**src/rtl/series_adder_arbiter.sv**
```systemverilog
`default_nettype none
// ============================================================================
// Module      : series_adder_arbiter
// Description : Round-robin arbiter granting N requesters access to a shared
//               M x 32-bit series adder streamer, with per-transaction timeout
//               and completion counting. All outputs registered.
// Revision    : 1.0 - initial release
// ============================================================================
module series_adder_arbiter #(
    parameter int N       = 4,
    parameter int M       = 8,
    parameter int TIMEOUT = 255
) (
    input  logic                   clk,
    input  logic                   rst_p,
    input  logic [N-1:0]           req_vld,
    input  logic [N*M*32-1:0]      req_data,
    output logic [N-1:0]           req_rdy,
    output logic [39:0]            rsp_data,
    output logic [N-1:0]           rsp_vld,
    output logic                   adder_data_vld,
    output logic [M*32-1:0]        adder_data_o,
    input  logic                   adder_data_rdy,
    input  logic [39:0]            adder_result_i,
    input  logic                   adder_result_vld,
    output logic                   busy,
    output logic [$clog2(N)-1:0]   grant_id,
    output logic                   timeout_err,
    output logic [15:0]            done_cnt
);

    localparam int          c_IW  = $clog2(N);
    localparam int          c_DW  = M * 32;
    localparam logic [15:0] c_TO  = 16'(TIMEOUT);

    typedef enum logic [1:0] {
        S_IDLE = 2'd0,
        S_WAIT = 2'd1,
        S_DONE = 2'd2
    } state_t;

    state_t              state_q, state_d;
    logic [c_IW-1:0]     ptr_q, ptr_d;
    logic [N-1:0]        req_rdy_q, req_rdy_d;
    logic [N-1:0]        rsp_vld_q, rsp_vld_d;
    logic                adder_data_vld_q, adder_data_vld_d;
    logic [c_DW-1:0]     adder_data_q, adder_data_d;
    logic [39:0]         rsp_data_q, rsp_data_d;
    logic [c_IW-1:0]     grant_q, grant_d;
    logic                busy_q, busy_d;
    logic                timeout_q, timeout_d;
    logic [15:0]         done_cnt_q, done_cnt_d;
    logic [15:0]         wait_cnt_q, wait_cnt_d;
    logic [15:0]         w_wait_inc;

    logic [c_DW-1:0]     w_slice [N];
    logic                w_found;
    logic [c_IW-1:0]     w_win;

    // Split the flat operand bus into one slice per requester.
    genvar g;
    generate
        for (g = 0; g < N; g++) begin : g_slice
            assign w_slice[g] = req_data[g*c_DW +: c_DW];
        end
    endgenerate

    // Round-robin pick: first asserted request scanning up from ptr+1, wrapping.
    always_comb begin
        w_found = 1'b0;
        w_win   = '0;
        for (int off = 1; off <= N; off++) begin
            logic [c_IW-1:0] idx;
            idx = c_IW'((int'(ptr_q) + off) % N);
            if (!w_found && req_vld[idx]) begin
                w_found = 1'b1;
                w_win   = idx;
            end
        end
    end

    assign w_wait_inc = wait_cnt_q + 16'd1;

    // Next-state and registered-output computation for the IDLE/WAIT/DONE FSM.
    always_comb begin
        state_d          = state_q;
        ptr_d            = ptr_q;
        req_rdy_d        = '0;
        rsp_vld_d        = '0;
        adder_data_vld_d = 1'b0;
        adder_data_d     = adder_data_q;
        rsp_data_d       = rsp_data_q;
        grant_d          = grant_q;
        timeout_d        = timeout_q;
        done_cnt_d       = done_cnt_q;
        wait_cnt_d       = wait_cnt_q;
        case (state_q)
            S_IDLE: begin
                // Without streamer readiness requests simply stay pending.
                if (w_found && adder_data_rdy) begin
                    req_rdy_d[w_win] = 1'b1;
                    adder_data_vld_d = 1'b1;
                    adder_data_d     = w_slice[w_win];
                    grant_d          = w_win;
                    ptr_d            = w_win;
                    wait_cnt_d       = '0;
                    state_d          = S_WAIT;
                end
            end
            S_WAIT: begin
                // A result arriving on the timeout cycle takes priority.
                if (adder_result_vld) begin
                    rsp_data_d         = adder_result_i;
                    rsp_vld_d[grant_q] = 1'b1;
                    done_cnt_d         = done_cnt_q + 16'd1;
                    state_d            = S_DONE;
                end else begin
                    wait_cnt_d = w_wait_inc;
                    if (w_wait_inc == c_TO) begin
                        timeout_d = 1'b1;
                        state_d   = S_DONE;
                    end
                end
            end
            S_DONE: begin
                state_d = S_IDLE;
            end
            default: begin
                state_d = S_IDLE;
            end
        endcase
        busy_d = (state_d != S_IDLE);
    end

    // State and output registers with asynchronous reset.
    always_ff @(posedge clk or posedge rst_p) begin
        if (rst_p) begin
            state_q          <= S_IDLE;
            ptr_q            <= c_IW'(N - 1);
            req_rdy_q        <= '0;
            rsp_vld_q        <= '0;
            adder_data_vld_q <= 1'b0;
            adder_data_q     <= '0;
            rsp_data_q       <= '0;
            grant_q          <= '0;
            busy_q           <= 1'b0;
            timeout_q        <= 1'b0;
            done_cnt_q       <= '0;
            wait_cnt_q       <= '0;
        end else begin
            state_q          <= state_d;
            ptr_q            <= ptr_d;
            req_rdy_q        <= req_rdy_d;
            rsp_vld_q        <= rsp_vld_d;
            adder_data_vld_q <= adder_data_vld_d;
            adder_data_q     <= adder_data_d;
            rsp_data_q       <= rsp_data_d;
            grant_q          <= grant_d;
            busy_q           <= busy_d;
            timeout_q        <= timeout_d;
            done_cnt_q       <= done_cnt_d;
            wait_cnt_q       <= wait_cnt_d;
        end
    end

    assign req_rdy        = req_rdy_q;
    assign rsp_vld        = rsp_vld_q;
    assign adder_data_vld = adder_data_vld_q;
    assign adder_data_o   = adder_data_q;
    assign rsp_data       = rsp_data_q;
    assign grant_id       = grant_q;
    assign busy           = busy_q;
    assign timeout_err    = timeout_q;
    assign done_cnt       = done_cnt_q;

endmodule
`default_nettype wire

```
**config.mk**
```make
export PLATFORM = sky130hd
export DESIGN_NAME = series_adder_arbiter
export DESIGN_NICKNAME = d
export VERILOG_FILES = /design/src/rtl/series_adder_arbiter.sv
export SDC_FILE = /design/constraint.sdc
export NUM_CORES = 1
export LEC_CHECK = 0
export ABC_AREA = 1
export CAP_MARGIN = 40
export CORE_AREA = 2 2 538 540
export DETAILED_ROUTE_END_ITERATION = 8
export DIE_AREA = 0 0 540 542
export GPL_ROUTABILITY_DRIVEN = 0
export PLACE_DENSITY_LB_ADDON = 0.2
export REMOVE_ABC_BUFFERS = 1
export SLEW_MARGIN = 15
export SYNTH_ARGS = -nofsm -noshare
export SYNTH_HDL_FRONTEND = slang
export SYNTH_SLANG_ARGS = --single-unit
```
**constraint.sdc**
```tcl
create_clock -name clk -period 12.36 [get_ports clk]
set_input_delay 2.472 -clock clk [delete_from_list [all_inputs] [get_ports clk]]
set_output_delay 2.472 -clock clk [all_outputs]
set_load 0.02 [all_outputs]
```
==> results of run 1 <==
==> power by group through the flow <==
stage	Clock (mW)	Sequential [mW]	Combinational (mW)
after global routing	1.77	2.00	11.6
final	1.66	1.94	10.4
after CTS	1.74	1.94	10.6
after detailed placement	0	1.94	10.6
after floorplan	0	2.41	5.47
after global placement	0	1.94	10.6
==> logic make-up (layout without fill, tap and decap cells) <==
| group | after synthesis | after routing | synth area share (%) |
|---|---|---|---|
| other | 0 | 24 | 0 |
| AND/OR/NAND/NOR | 3348 | 3348 | 55.08 |
| buffers and inverters | 334 | 1582 | 7.535 |
| AO/OA/AOI/OAI | 27 | 27 | 0.6417 |
| adder cells (fa/ha/maj) | 3 | 3 | 0.1553 |
| XOR/XNOR | 24 | 24 | 0.8694 |
| flip-flops | 345 | 345 | 35.72 |
==> cells in the mapped netlist, types with 2 or more instances <==
master    number
o21ai_0       10
nor3_1        11
dfstp_2        2
nor2_1        29
a21oi_1        2
o21bai_1       2
xor2_1        21
nor2_4         2
inv_2          4
o21ai_1        4
buf_6         45
xnor2_1        3
nor2_2         2
ha_1           3
o22ai_1        7
nand2_1     2761
clkbuf_1      81
buf_4         17
dfrtp_1      343
nand4_1        4
inv_1         34
buf_1         23
nand2_4        3
nand3_1      530
nand2_2        2
buf_2        127
==> sequential cells by signal, indices dropped and copies added, names as in the netlist <==
register        cells
req_rdy             4
timeout_err         1
adder_data_vld      1
state_q             2
wait_cnt_q         16
done_cnt           16
ptr_q               2
adder_data_o      256
busy                1
grant_id            2
rsp_data           40
rsp_vld             4
==> routing by layer <==
layer / track usage, % / part of all wire, %
met1: 17.33 / 43
met2: 23.01 / 46
met3: 4.950 / 9.1
met4: 3.046 / 2.4
met5: 0 / 0.24
==> cell type report <==
cell class,count,area (µm²),area share [%]
Sequential cell,345,8636,19.75
Clock inverter,19,259.0,0.5924
Multi-Input combinational cell,3402,13760,31.47
Timing Repair Buffer,1442,14510,33.19
Antenna cell,24,60.06,0.1374
Inverter,41,186.4,0.4264
Tap cell,3781,4731,10.82
Clock buffer,80,1579,3.612
==> stage by stage <==
stage | setup slack (ns) | util, % | power, mW | hold slack (ns)
6_report | 6.406 | 15.24 | 13.94 | 0.4509
5_1_grt | 6.145 | 15.22 | 15.33 | 0.4791
4_1_cts | 6.557 | 15.21 | 14.31 | 0.4589
3_5_place_dp | 5.781 | 14.57 | 12.53 | 0.4401
3_3_place_gp | 5.773 | 14.56 | 12.52 | 0.4417
2_1_floorplan | 0.3262 | - | 7.884 | 0.4223
==> how the worst max path moves through the flow <==
stage / startpoint / to / slack [ns] / cells past startpoint
after floorplan: rst_p / adder_data_o[0] / 0.33 / 1
final: req_vld[1] / adder_data_o[43] / 6.41 / 18
after detailed placement: req_vld[1] / adder_data_o[16] / 5.78 / 18
after global placement: req_vld[1] / adder_data_o[204] / 5.77 / 17
after CTS: req_vld[1] / adder_data_o[16] / 6.56 / 18
after global routing: req_vld[1] / adder_data_o[77] / 6.14 / 18
==> flow_summary.json, run 1 <==
{
  "start_util_pct": 8.427,
  "hold-path-endpoint": "busy",
  "coreArea_mm2": 0.2869,
  "p_switching_mw": 8.321,
  "clock_skew_ns": 0.03439,
  "drtAntennaViolNets": 0,
  "endpoint_kind": "flop",
  "crit_top_cell": "nand2_1",
  "syn_area_mm2": 0.02418,
  "grt_overflow_total": 0,
  "synthArstFlopShare_pct": 100.0,
  "crit_path_top_delay_cell": "buf_4",
  "num_vias": 31550,
  "ys_seq_area_share_pct": 35.72,
  "grtUsageTotal_pct": 13.96,
  "critPathMaxStageDelay_ns": 0.61,
  "stdcell_count": 9134,
  "hp-class": "flop to flop",
  "fillCellCount": 33310,
  "crit_type": "primary input to flop",
  "cts.repair.resized": 0,
  "h-tree-depth": 2,
  "antenna_found_initial": 106,
  "final_cell_mix": "nand2_1 (2761), clkdlybuf4s50_1 (1396), nand3_1 (530), dfrtp_1 (343), clkbuf_16 (54)",
  "worstHoldStart": "state_q[1]",
  "synth_enable_flop_cells": 0,
  "placed_area_mm2": 0.04180,
  "drc_errors": 0,
  "crit_path_cell_trace": "clkdlybuf4s50_1 -> inv_1 -> nand2_1 -> nand2_1 -> nand2_1 -> nand2_1 -> nor2_1 -> nor2_2 -> nand2_8 -> buf_12 -> buf_4 -> buf_4 -> nand3_1 -> nand2_1 -> nand2_1 -> nand2_1 -> nand2_1 -> nand2_1",
  "stdcell_area_mm2": 0.04372,
  "synth_flop_cell": "dfrtp_1",
  "grt_pass1_vias": 32220,
  "cts_tree": "built",
  "regToRegEndpoint": "adder_data_o[43]",
  "io_buffers": 1396,
  "clk_latency_ns": 0.70,
  "drv_slew": 0,
  "syn_avg_cell_area_um2": 5.925,
  "worstPathRequired_ns": 12.98,
  "first_pass_iters": 5,
  "routed_wl_mm": 212.3,
  "grt_start_max_net_pins": 134,
  "setup_violations": 0,
  "clock-sinks": 345,
  "fin_crit_ns": 5.954,
  "dpl.hpwl_mm": 169.9,
  "area_growth_pct": 80.83,
  "ys_seq_elements": 345,
  "synth.area.top_cells": "nand2_1 (43%), dfrtp_1 (35%), nand3_1 (11%)",
  "die_area_mm2": 0.2927,
  "fp.dieH_um": 542,
  "relSlewSlack_pct": 26.83,
  "fin_nets": 6361,
  "drv_cap": 0,
  "arrival_ns": 6.57,
  "vdd_drop_max_mv": 0.3475,
  "power_density_mw_per_mm2": 318.9,
  "die_w_um": 540,
  "synth_cells": 4081,
  "critPathLaunchType": "primary input",
  "rsz0062_at_grt": "no",
  "reg2reg_from": "ptr_q[0]",
  "rows": 197,
  "synthDominantCellAreaShare_pct": 42.86,
  "hold_buffers": 0,
  "synth.distinct_cells": 35,
  "yosysWarnings": 0,
  "grt_pass1_wl_mm": 284.5,
  "vias_per_cell": 3.454,
  "power_frac_comb_pct": 74.2,
  "crit_fanout": 129,
  "p_clk_share_pct": 11.9,
  "critPathBufInv": 5,
  "clkTransAtPathRegs_ns": 0.06,
  "wl_per_cell_um": 23.25,
  "worst-slew-pin-transition_ns": 1.098,
  "synth_largest_area_cell": "nand2_1",
  "post_cts_buffers": 0,
  "reg2reg_depth": 17,
  "root_buffer": "clkbuf_16",
  "holdPathStages": 1,
  "swShare_pct": 59.67,
  "drive_gt1_share_pct": 2.852,
  "critPathTopFamily": "buffers and inverters",
  "finalSetupTns_ns": 0,
  "outcome": "finished, final reports clean",
  "r2r_slack_ns": 7.88,
  "cts_buffer_depth": 3,
  "dp.cells": 9010,
  "fmax_mhz": 168.0,
  "p_seq_share_pct": 13.9,
  "fin_crit_sh_pct": 48.17,
  "finalHoldViolCount": 0,
  "intPower_mw": 5.623,
  "numCtsBuffers": 54,
  "power_leakage_nw": 20.75,
  "layout_commonest_cell": "nand2_1",
  "io_pins": 1397,
  "drtIter0Drc": 2205
}
No activity file was read; power rests on OpenSTA's default activity.
==> inputs of run 2 (changes only) <==
==> constraint.sdc (replaced) <==
create_clock -name clk -period 5.25 [get_ports clk]
set_input_delay 1.05 -clock clk [delete_from_list [all_inputs] [get_ports clk]]
set_output_delay 1.05 -clock clk [all_outputs]
set_load 0.02 [all_outputs]
==> flow_summary.json, run 2 (same netlist as run 1, synthesis figures left out) <==
{
  "outcome": "finished, final reports clean",
  "fillCellCount": 33200,
  "largest_reg_flops": 256,
  "clock_skew_ns": 0.03936,
  "post_cts_buffers": 0,
  "grt_start_max_net_pins": 154,
  "crit_fanout": 116,
  "crit_type": "primary input to flop",
  "critPathLaunchType": "primary input",
  "p_clk_share_pct": 11.6,
  "coreArea_mm2": 0.2869,
  "p_seq_share_pct": 13.4,
  "num_vias": 31930,
  "die_area_mm2": 0.2927,
  "wl_per_cell_um": 24.22,
  "final_cell_mix": "nand2_1 (2761), clkdlybuf4s50_1 (1396), nand3_1 (530), dfrtp_1 (343), buf_4 (80)",
  "h-tree-depth": 2,
  "endpoint_kind": "flop",
  "clkTransAtPathRegs_ns": 0.06,
  "drv_slew": 0,
  "grt_overflow_total": 0,
  "drc_errors": 0,
  "cts.repair.resized": 0,
  "fin_nets": 6430,
  "setup_violations": 0,
  "arrival_ns": 4.21,
  "crit_path_top_delay_cell": "clkdlybuf4s50_1",
  "seqCellArea_mm2": 0.008636,
  "fin_crit_ns": 3.610,
  "drtAntennaViolNets": 0,
  "fmax_mhz": 277.0,
  "rows": 197,
  "area_growth_pct": 84.08,
  "root_buffer": "clkbuf_16",
  "first_pass_iters": 6,
  "hp-class": "flop to flop",
  "clock-sinks": 345,
  "cts_tree": "built",
  "drive_gt1_share_pct": 4.132,
  "hold_buffers": 0,
  "numCtsBuffers": 54,
  "vias_per_cell": 3.472,
  "crit_path_cell_trace": "clkdlybuf4s50_1 -> nand2_1 -> nand2_1 -> nand2_1 -> nand2_2 -> nor2_1 -> nor2_2 -> nand2_8 -> nand2_8 -> buf_12 -> nand2_1 -> nand2_1 -> nand2_1 -> nand2_1 -> nand2_1 -> nand2_1",
  "drtIter0Drc": 2110,
  "hold_ws_ns": 0.4608,
  "power_density_mw_per_mm2": 775.4,
  "power_frac_comb_pct": 75.0,
  "clk_latency_ns": 0.70,
  "grt_pass1_wl_mm": 296.6,
  "vdd_drop_max_mv": 0.5639,
  "swShare_pct": 58.76,
  "die_w_um": 540,
  "fp.dieH_um": 542,
  "multi_input_area_mm2": 0.01376,
  "finalHoldViolCount": 0,
  "critPathMaxStageDelay_ns": 0.49,
  "dpl.hpwl_mm": 180.5,
  "crit_top_cell": "nand2_1",
  "rsz0062_at_grt": "no",
  "grtUsageTotal_pct": 14.67,
  "io_buffers": 1396,
  "fin_crit_sh_pct": 68.76,
  "layout_commonest_cell": "nand2_1",
  "intPower_mw": 14.23,
  "worst-slew-pin-transition_ns": 1.046,
  "p_switching_mw": 20.28,
  "start_util_pct": 8.427,
  "drv_cap": 0,
  "grt_pass1_vias": 32820,
  "power_leakage_nw": 21.19,
  "antenna_found_initial": 114,
  "routed_wl_mm": 222.7,
  "fin_util_pct": 15.51,
  "cts_buffer_depth": 3,
  "io_pins": 1397,
  "relSlewSlack_pct": 30.25,
  "worstPathRequired_ns": 5.85
}
-- run 2: worst paths after layout --
| kind | from | end | slack [ns] | depth (start not counted) |
|---|---|---|---|---|
| min in group asynchronous | rst_p | adder_data_o[49] | 0.72 | 2 |
| worst min register to register | state_q[1] | busy | 0.46 | 1 |
| worst min-delay path | state_q[1] | busy | 0.46 | 1 |
| worst max-delay path | req_vld[2] | adder_data_o[221] | 1.64 | 16 |
| worst max register to register | ptr_q[0] | adder_data_o[221] | 1.73 | 16 |
| max in group asynchronous | rst_p | adder_data_o[10] | 3.24 | 4 |
-- run 2: final cells by class --
class	instances	share of cell area, %
Inverter	41	0.4189
Antenna cell	19	0.1068
Sequential cell	345	19.40
Clock inverter	23	0.6775
Tap cell	3781	10.63
Timing Repair Buffer	1511	34.39
Clock buffer	75	3.461
Multi-Input combinational cell	3402	30.92
-- run 2: critical path: cells and delay by family --
family / cells / cell delay [ns]
AND/OR/NAND/NOR: 14 / 1.93
buffers and inverters: 2 / 0.86
-- run 2: through the flow --
step / instances / setup WS [ns] / power, mW / setup TNS (ns) / area, µm²
after CTS: 9178 / 1.757 / 35.58 / 0 / 44460
after floorplan: 3788 / -5.362 / 18.21 / -2647.92 / 22520
after global routing: 9181 / 1.389 / 37.75 / 0 / 44470
after global placement: 9076 / 0.8684 / 31.28 / 0 / 42510
final: 9197 / 1.640 / 34.51 / 0 / 44510
after detailed placement: 9080 / 1.018 / 31.30 / 0 / 42620
-- run 2: routing by layer --
layer | up-vias | wire length [µm] | GRT usage [%]
met2 | 1401 | 102900 | 24.53
met1 | 15030 | 94010 | 17.97
met3 | 266 | 20410 | 5.238
li1 | 15170 | - | -
met4 | 68 | 4918 | 2.998
met5 | - | 448 | 0
-- run 2: power groups by stage --
stage | Combinational [mW] | Sequential, mW | Clock (mW)
2_1_floorplan | 12.5 | 5.68 | 0
3_3_place_gp | 26.6 | 4.64 | 0
3_5_place_dp | 26.7 | 4.64 | 0
4_1_cts | 26.7 | 4.63 | 4.21
5_1_grt | 28.7 | 4.75 | 4.27
6_report | 25.9 | 4.62 | 4.00
